--- src/rtl/br_resolve_bht.sv ---
// ============================================================================
// Module   : br_resolve_bht
// Purpose  : EX-stage branch resolution with a direct-mapped saturating BHT
// Revision : 1.0 - initial release
// ============================================================================
`default_nettype none

module br_resolve_bht #(
    parameter int BHT_DEPTH = 64,
    parameter int CNT_W     = 2,
    parameter int PC_W      = 64,
    parameter int STAT_W    = 32
) (
    input  logic              clk,
    input  logic              rst_n,
    input  logic [PC_W-1:0]   if_pc,
    output logic              if_pred_taken,
    input  logic              ex_valid,
    input  logic [PC_W-1:0]   ex_pc,
    input  logic              ex_pred_taken,
    input  logic [2:0]        BranchOp,
    input  logic [4:0]        ConBr_type,
    input  logic              Zero,
    input  logic              Negative,
    input  logic              Overflow,
    input  logic              Co,
    output logic [1:0]        PCSrc,
    output logic              ex_taken,
    output logic              mispredict,
    output logic              ex_fallthru,
    output logic              flush_q,
    output logic [STAT_W-1:0] br_cnt,
    output logic [STAT_W-1:0] mis_cnt
);

    localparam int IDX_W = $clog2(BHT_DEPTH);

    // Branch operation encodings shared with the decoder
    localparam logic [2:0] c_OP_NONE   = 3'd0;
    localparam logic [2:0] c_OP_BRANCH = 3'd1;
    localparam logic [2:0] c_OP_ZERO   = 3'd2;
    localparam logic [2:0] c_OP_NZERO  = 3'd3;
    localparam logic [2:0] c_OP_COND   = 3'd4;
    localparam logic [2:0] c_OP_ALU    = 3'd5;
    localparam logic [2:0] c_OP_NOINC  = 3'd6;

    // ARM-style condition codes; unlisted codes resolve not-taken
    localparam logic [4:0] c_CC_EQ = 5'd0;
    localparam logic [4:0] c_CC_NE = 5'd1;
    localparam logic [4:0] c_CC_CS = 5'd2;
    localparam logic [4:0] c_CC_CC = 5'd3;
    localparam logic [4:0] c_CC_HI = 5'd8;
    localparam logic [4:0] c_CC_LS = 5'd9;
    localparam logic [4:0] c_CC_GE = 5'd10;
    localparam logic [4:0] c_CC_LT = 5'd11;
    localparam logic [4:0] c_CC_GT = 5'd12;
    localparam logic [4:0] c_CC_LE = 5'd13;

    localparam logic [CNT_W-1:0] c_CNT_MAX = '1;
    localparam logic [CNT_W-1:0] c_WEAK_NT = CNT_W'((1 << (CNT_W - 1)) - 1);

    logic [CNT_W-1:0]  r_bht [BHT_DEPTH];
    logic [IDX_W-1:0]  w_if_idx;
    logic [IDX_W-1:0]  w_ex_idx;
    logic              w_is_cond;
    logic              w_cond_taken;
    logic              w_train;
    logic              w_unused_bits;

    assign w_if_idx      = if_pc[IDX_W+1:2];
    assign w_ex_idx      = ex_pc[IDX_W+1:2];
    assign if_pred_taken = r_bht[w_if_idx][CNT_W-1];
    assign w_unused_bits = ^{if_pc[PC_W-1:IDX_W+2], if_pc[1:0],
                             ex_pc[PC_W-1:IDX_W+2], ex_pc[1:0]};

    assign w_is_cond = (BranchOp == c_OP_ZERO) || (BranchOp == c_OP_NZERO) ||
                       (BranchOp == c_OP_COND);

    always_comb begin
        w_cond_taken = 1'b0;
        case (ConBr_type)
            c_CC_EQ: w_cond_taken = Zero;
            c_CC_NE: w_cond_taken = ~Zero;
            c_CC_LT: w_cond_taken = Negative ^ Overflow;
            c_CC_LE: w_cond_taken = Zero | (Negative ^ Overflow);
            c_CC_GT: w_cond_taken = ~Zero & ~(Negative ^ Overflow);
            c_CC_GE: w_cond_taken = ~(Negative ^ Overflow);
            c_CC_CC: w_cond_taken = ~Co;
            c_CC_LS: w_cond_taken = ~Co | Zero;
            c_CC_HI: w_cond_taken = Co & ~Zero;
            c_CC_CS: w_cond_taken = Co;
            default: w_cond_taken = 1'b0;
        endcase
    end

    always_comb begin
        ex_taken = 1'b0;
        PCSrc    = 2'b00;
        if (ex_valid) begin
            case (BranchOp)
                c_OP_BRANCH: begin ex_taken = 1'b1;         PCSrc = 2'b01; end
                c_OP_ALU:    begin ex_taken = 1'b1;         PCSrc = 2'b10; end
                c_OP_NOINC:  begin ex_taken = 1'b1;         PCSrc = 2'b11; end
                c_OP_ZERO:   ex_taken = Zero;
                c_OP_NZERO:  ex_taken = ~Zero;
                c_OP_COND:   ex_taken = w_cond_taken;
                c_OP_NONE:   ex_taken = 1'b0;
                default:     ex_taken = 1'b0;
            endcase
            if (w_is_cond && ex_taken) begin
                PCSrc = 2'b01;
            end
        end
    end

    assign w_train     = ex_valid & w_is_cond;
    assign mispredict  = w_train & (ex_taken != ex_pred_taken);
    assign ex_fallthru = mispredict & ~ex_taken;

    // No read bypass: a lookup in the training cycle sees the pre-update value
    always_ff @(posedge clk) begin
        if (!rst_n) begin
            for (int i = 0; i < BHT_DEPTH; i++) begin
                r_bht[i] <= c_WEAK_NT;
            end
        end else if (w_train) begin
            if (ex_taken && (r_bht[w_ex_idx] != c_CNT_MAX)) begin
                r_bht[w_ex_idx] <= r_bht[w_ex_idx] + CNT_W'(1);
            end else if (!ex_taken && (r_bht[w_ex_idx] != '0)) begin
                r_bht[w_ex_idx] <= r_bht[w_ex_idx] - CNT_W'(1);
            end
        end
    end

    always_ff @(posedge clk) begin
        if (!rst_n) begin
            flush_q <= 1'b0;
            br_cnt  <= '0;
            mis_cnt <= '0;
        end else begin
            flush_q <= mispredict;
            if (w_train && (br_cnt != '1)) begin
                br_cnt <= br_cnt + STAT_W'(1);
            end
            if (mispredict && (mis_cnt != '1)) begin
                mis_cnt <= mis_cnt + STAT_W'(1);
            end
        end
    end

endmodule

`default_nettype wire

--- config.mk ---
export PLATFORM = sky130hd
export DESIGN_NAME = br_resolve_bht
export DESIGN_NICKNAME = d
export VERILOG_FILES = /design/src/rtl/br_resolve_bht.sv
export SDC_FILE = /design/constraint.sdc
export NUM_CORES = 1
export LEC_CHECK = 0
export ABC_CLOCK_PERIOD_IN_PS = 3100
export CAP_MARGIN = 10
export CORE_ASPECT_RATIO = 0.7
export CORE_MARGIN = 3
export CORE_UTILIZATION = 48
export CTS_CLUSTER_SIZE = 12
export DETAILED_ROUTE_END_ITERATION = 8
export PLACE_DENSITY = 0.78
export SLEW_MARGIN = 20
export SYNTH_ARGS = -nofsm -noshare
export SYNTH_HDL_FRONTEND = slang
export SYNTH_SLANG_ARGS = --single-unit
export TNS_END_PERCENT = 5
--- constraint.sdc ---
create_clock -name clk -period 3.1 [get_ports clk]
set_input_delay 0.465 -clock clk [delete_from_list [all_inputs] [get_ports clk]]
set_output_delay 0.465 -clock clk [all_outputs]
set_load 0.01 [all_outputs]
==> out/results.txt <==
status - completed
Clk pin slew, worst setup/hold paths - 0.08 ns
post-DR wirelength/cell - 21.1 um
synthesized area - 10900 um^2
syn avg cell area - 10.2 um^2
final WL - 32200 um
Main synth FF type - edfxtp_1
die width - 186 um
FF-to-FF path depth - 11
Final period util - 99.6%
H-tree levels - 4
LEAKAGE - 4.32 nW
GRT Util Overall - 26.0%
total iterations of the first detailed-routing run - 7
FP Rows - 45
Worst Path Max Fanout - 8
Vert. Die Dim - 132 um
Layout Cells excl Fill - 1526
Fillers - 1724
cell depth of the worst min-delay path - 2
CP bufs+invs - 3
Root Driver - clkbuf_16
area of the core - 22000 um^2
Syn Inst Count - 1065
unrepaired setup endpoints after global routing - yes
Final Power - 5.86 mW
total number of yosys warnings - 0
vias in the first global route - 8957
Worst VDD drop - 437 uV
Util after Layout - 62.3%
EDFF count, synth - 128
io pins - 215
final hold viol count - 0
count leader, synth - nand2_1
CP top delay family - simple AND/OR/NAND/NOR gates
Die Area - 24500 um^2
post-synthesis sequential area ratio - 47.4%
synth unique cells - 75
worst slack, placed - -0.705 ns
post-synth top area share - 35.4%
achievable clock frequency - 324 MHz
Slew HR - 52.6%
leading post-synthesis cells by cell area - edfxtp_1 (35%), dfxtp_1 (12%), nand2_1 (6.2%)
CTS buffer count - 17
Setup Skew - 0.0159 ns
number of port buffers - 98
DP HPWL - 22700 um
number of vias per cell - 6.20
CP Cell Sequence - mux4_2 > and3_4 > a31oi_4 > nand4_1 > nor4b_4 > buf_4 > o2111ai_2 > buf_6 > nor4_4 > buf_6 > nand2_1
Final ANT Viol Nets - 0
hold_buf cts - 0
crit path DAT - 3.28 ns
measured slew at the worst slew-check pin - 0.711 ns
CP endpoint kind - flop
cell taking the most area after synthesis - edfxtp_1
Worst EP required - 3.30 ns
placed cells - 1490
CP peak stage delay - 0.50 ns
Syn Nets - 1211
Clock Tree Buf Depth - 2
share of layout cells above drive strength 1 - 25.1%
Worst Hold Class - flop to flop
CTS tree - built
final setup violating endpoints - 0
Clock Sink Count - 193
first-pass GRT wire length - 49500 um
fin. max-slew vios - 0
crit start category - flop
initial antenna violation count - 0
largest net degree at the start of global routing - 45
Layout area overhead - 26.0%
grt ovf - 0
Period minus WS final - 3.09 ns
Max-Cap Viols - 0
drt drc - 0
Cell Pwr Density - 428 nW/um^2
ys async rst share - 0%
DRT iter0 DRCs - 1109
ant diodes - 0
Starting Density - 49.4%
instance count on the critical path - 11
number of synthesized register bits - 193
Vias - 9456
GPL Wtd Cong - 0.991
critical path class - flop to flop
Slowest-stage cell, CP - mux4_2
Worst path most repeated cell - buf_6
final net count - 1377
fin worst setup slack - 0.0138 ns
top cells by instance count after synthesis - nand2_1 (178), edfxtp_1 (128), o21ai_0 (83)
clk_lat worst skew - 0.45 ns
hold slack - 0.483 ns
[state kept, by name (all words and copies together), names as in the netlist]
name / count
br_cnt: 32
flush_q: 1
mis_cnt: 32
r_bht: 128
[timing repair]
action	in CTS	in global routing
buffers inserted	1	1
setup endpoints to repair	268	261
pin swaps	9	5
cloned	2	0
gates resized for setup	43	54
[per-stage QoR]
step	TNS (ns)	area [um^2]
6_report	0	13700
5_1_grt	-1.03	13700
4_1_cts	0	13600
3_5_place_dp	-170.07	12900
3_3_place_gp	-151.87	12900
2_1_floorplan	-0.0257	10900
[cells in the final DEF (no fill, tap or decap), types with 8 or more instances in the layout]
cell type and n:
nor2b_1 8, o21ai_1 45, mux2_2 13, dlygate4sd2_1 12
nand4_1 17, clkbuf_16 17, or4_1 8, xnor2_1 12
xor2_1 17, edfxtp_1 128, or3_1 15, o31ai_1 11
buf_6 8, mux4_2 27, nand3_1 33, a21oi_1 30
nand2b_1 9, nor4_1 9, a22oi_1 12, and2_1 11
nor2_1 49, buf_4 116, nor3_1 14, nand2_1 177
mux2i_1 32, buf_12 10, nor3_2 67, and3_1 16
clkdlybuf4s50_1 78, o21ai_0 45, dfxtp_1 65, inv_1 15
[layer usage]
metal	vias to the layer above	part of all wire (%)	track usage, %
met5	-	0	0
met4	0	2.1	7.73
met2	572	45	37.6
met3	57	12	7.69
met1	4527	42	37.8
li1	4300	-	-
[logic make-up after synthesis]
group | after synthesis | synth area share (%)
and+or+nand+nor | 468 | 24.2
adders and majority gates | 2 | 0.231
muxes | 72 | 9.90
DFF | 193 | 47.4
xor gates and xnor gates | 31 | 2.57
AOI/OAI and AO/OA | 196 | 11.3
buffers and inverters | 103 | 4.36
[layout make-up]
type | count | area, um^2 | share of cell area [%]
clock buffers | 18 | 429 | 3.14
clock inverters | 14 | 149 | 1.09
inverters | 16 | 60.1 | 0.439
multi-input cells | 769 | 5390 | 39.4
flip-flops and latches | 193 | 5140 | 37.6
well taps | 282 | 353 | 2.58
repair buffers | 234 | 2160 | 15.8
[where the power goes]
group / total, mW / internal, mW / switching (mW) / leakage (nW)
sequential: 2.80 / 2.77 / 0.0303 / 1.63
clock: 2.17 / 1.08 / 1.10 / 0.284
combinational: 0.885 / 0.359 / 0.527 / 2.41
[worst paths after layout]
check | from | endpoint | slack (ns)
worst min register to register | mis_cnt[29]$_SDFFE_PN0P_ | mis_cnt[29]$_SDFFE_PN0P_ | 0.48
worst max-delay path | r_bht[7][1]$_SDFFCE_PN0P_ | r_bht[2][0]$_SDFFCE_PN1P_ | 0.01
worst min-delay path | mis_cnt[29]$_SDFFE_PN0P_ | mis_cnt[29]$_SDFFE_PN0P_ | 0.48
worst max register to register | r_bht[7][1]$_SDFFCE_PN0P_ | r_bht[2][0]$_SDFFCE_PN1P_ | 0.01
[worst min-delay path: stages (launching register included)]
cell and delay [ns]:
dfxtp_1 0.33, nand2_1 0.06, mux2i_1 0.05
(Power assumes the default switching activity.)
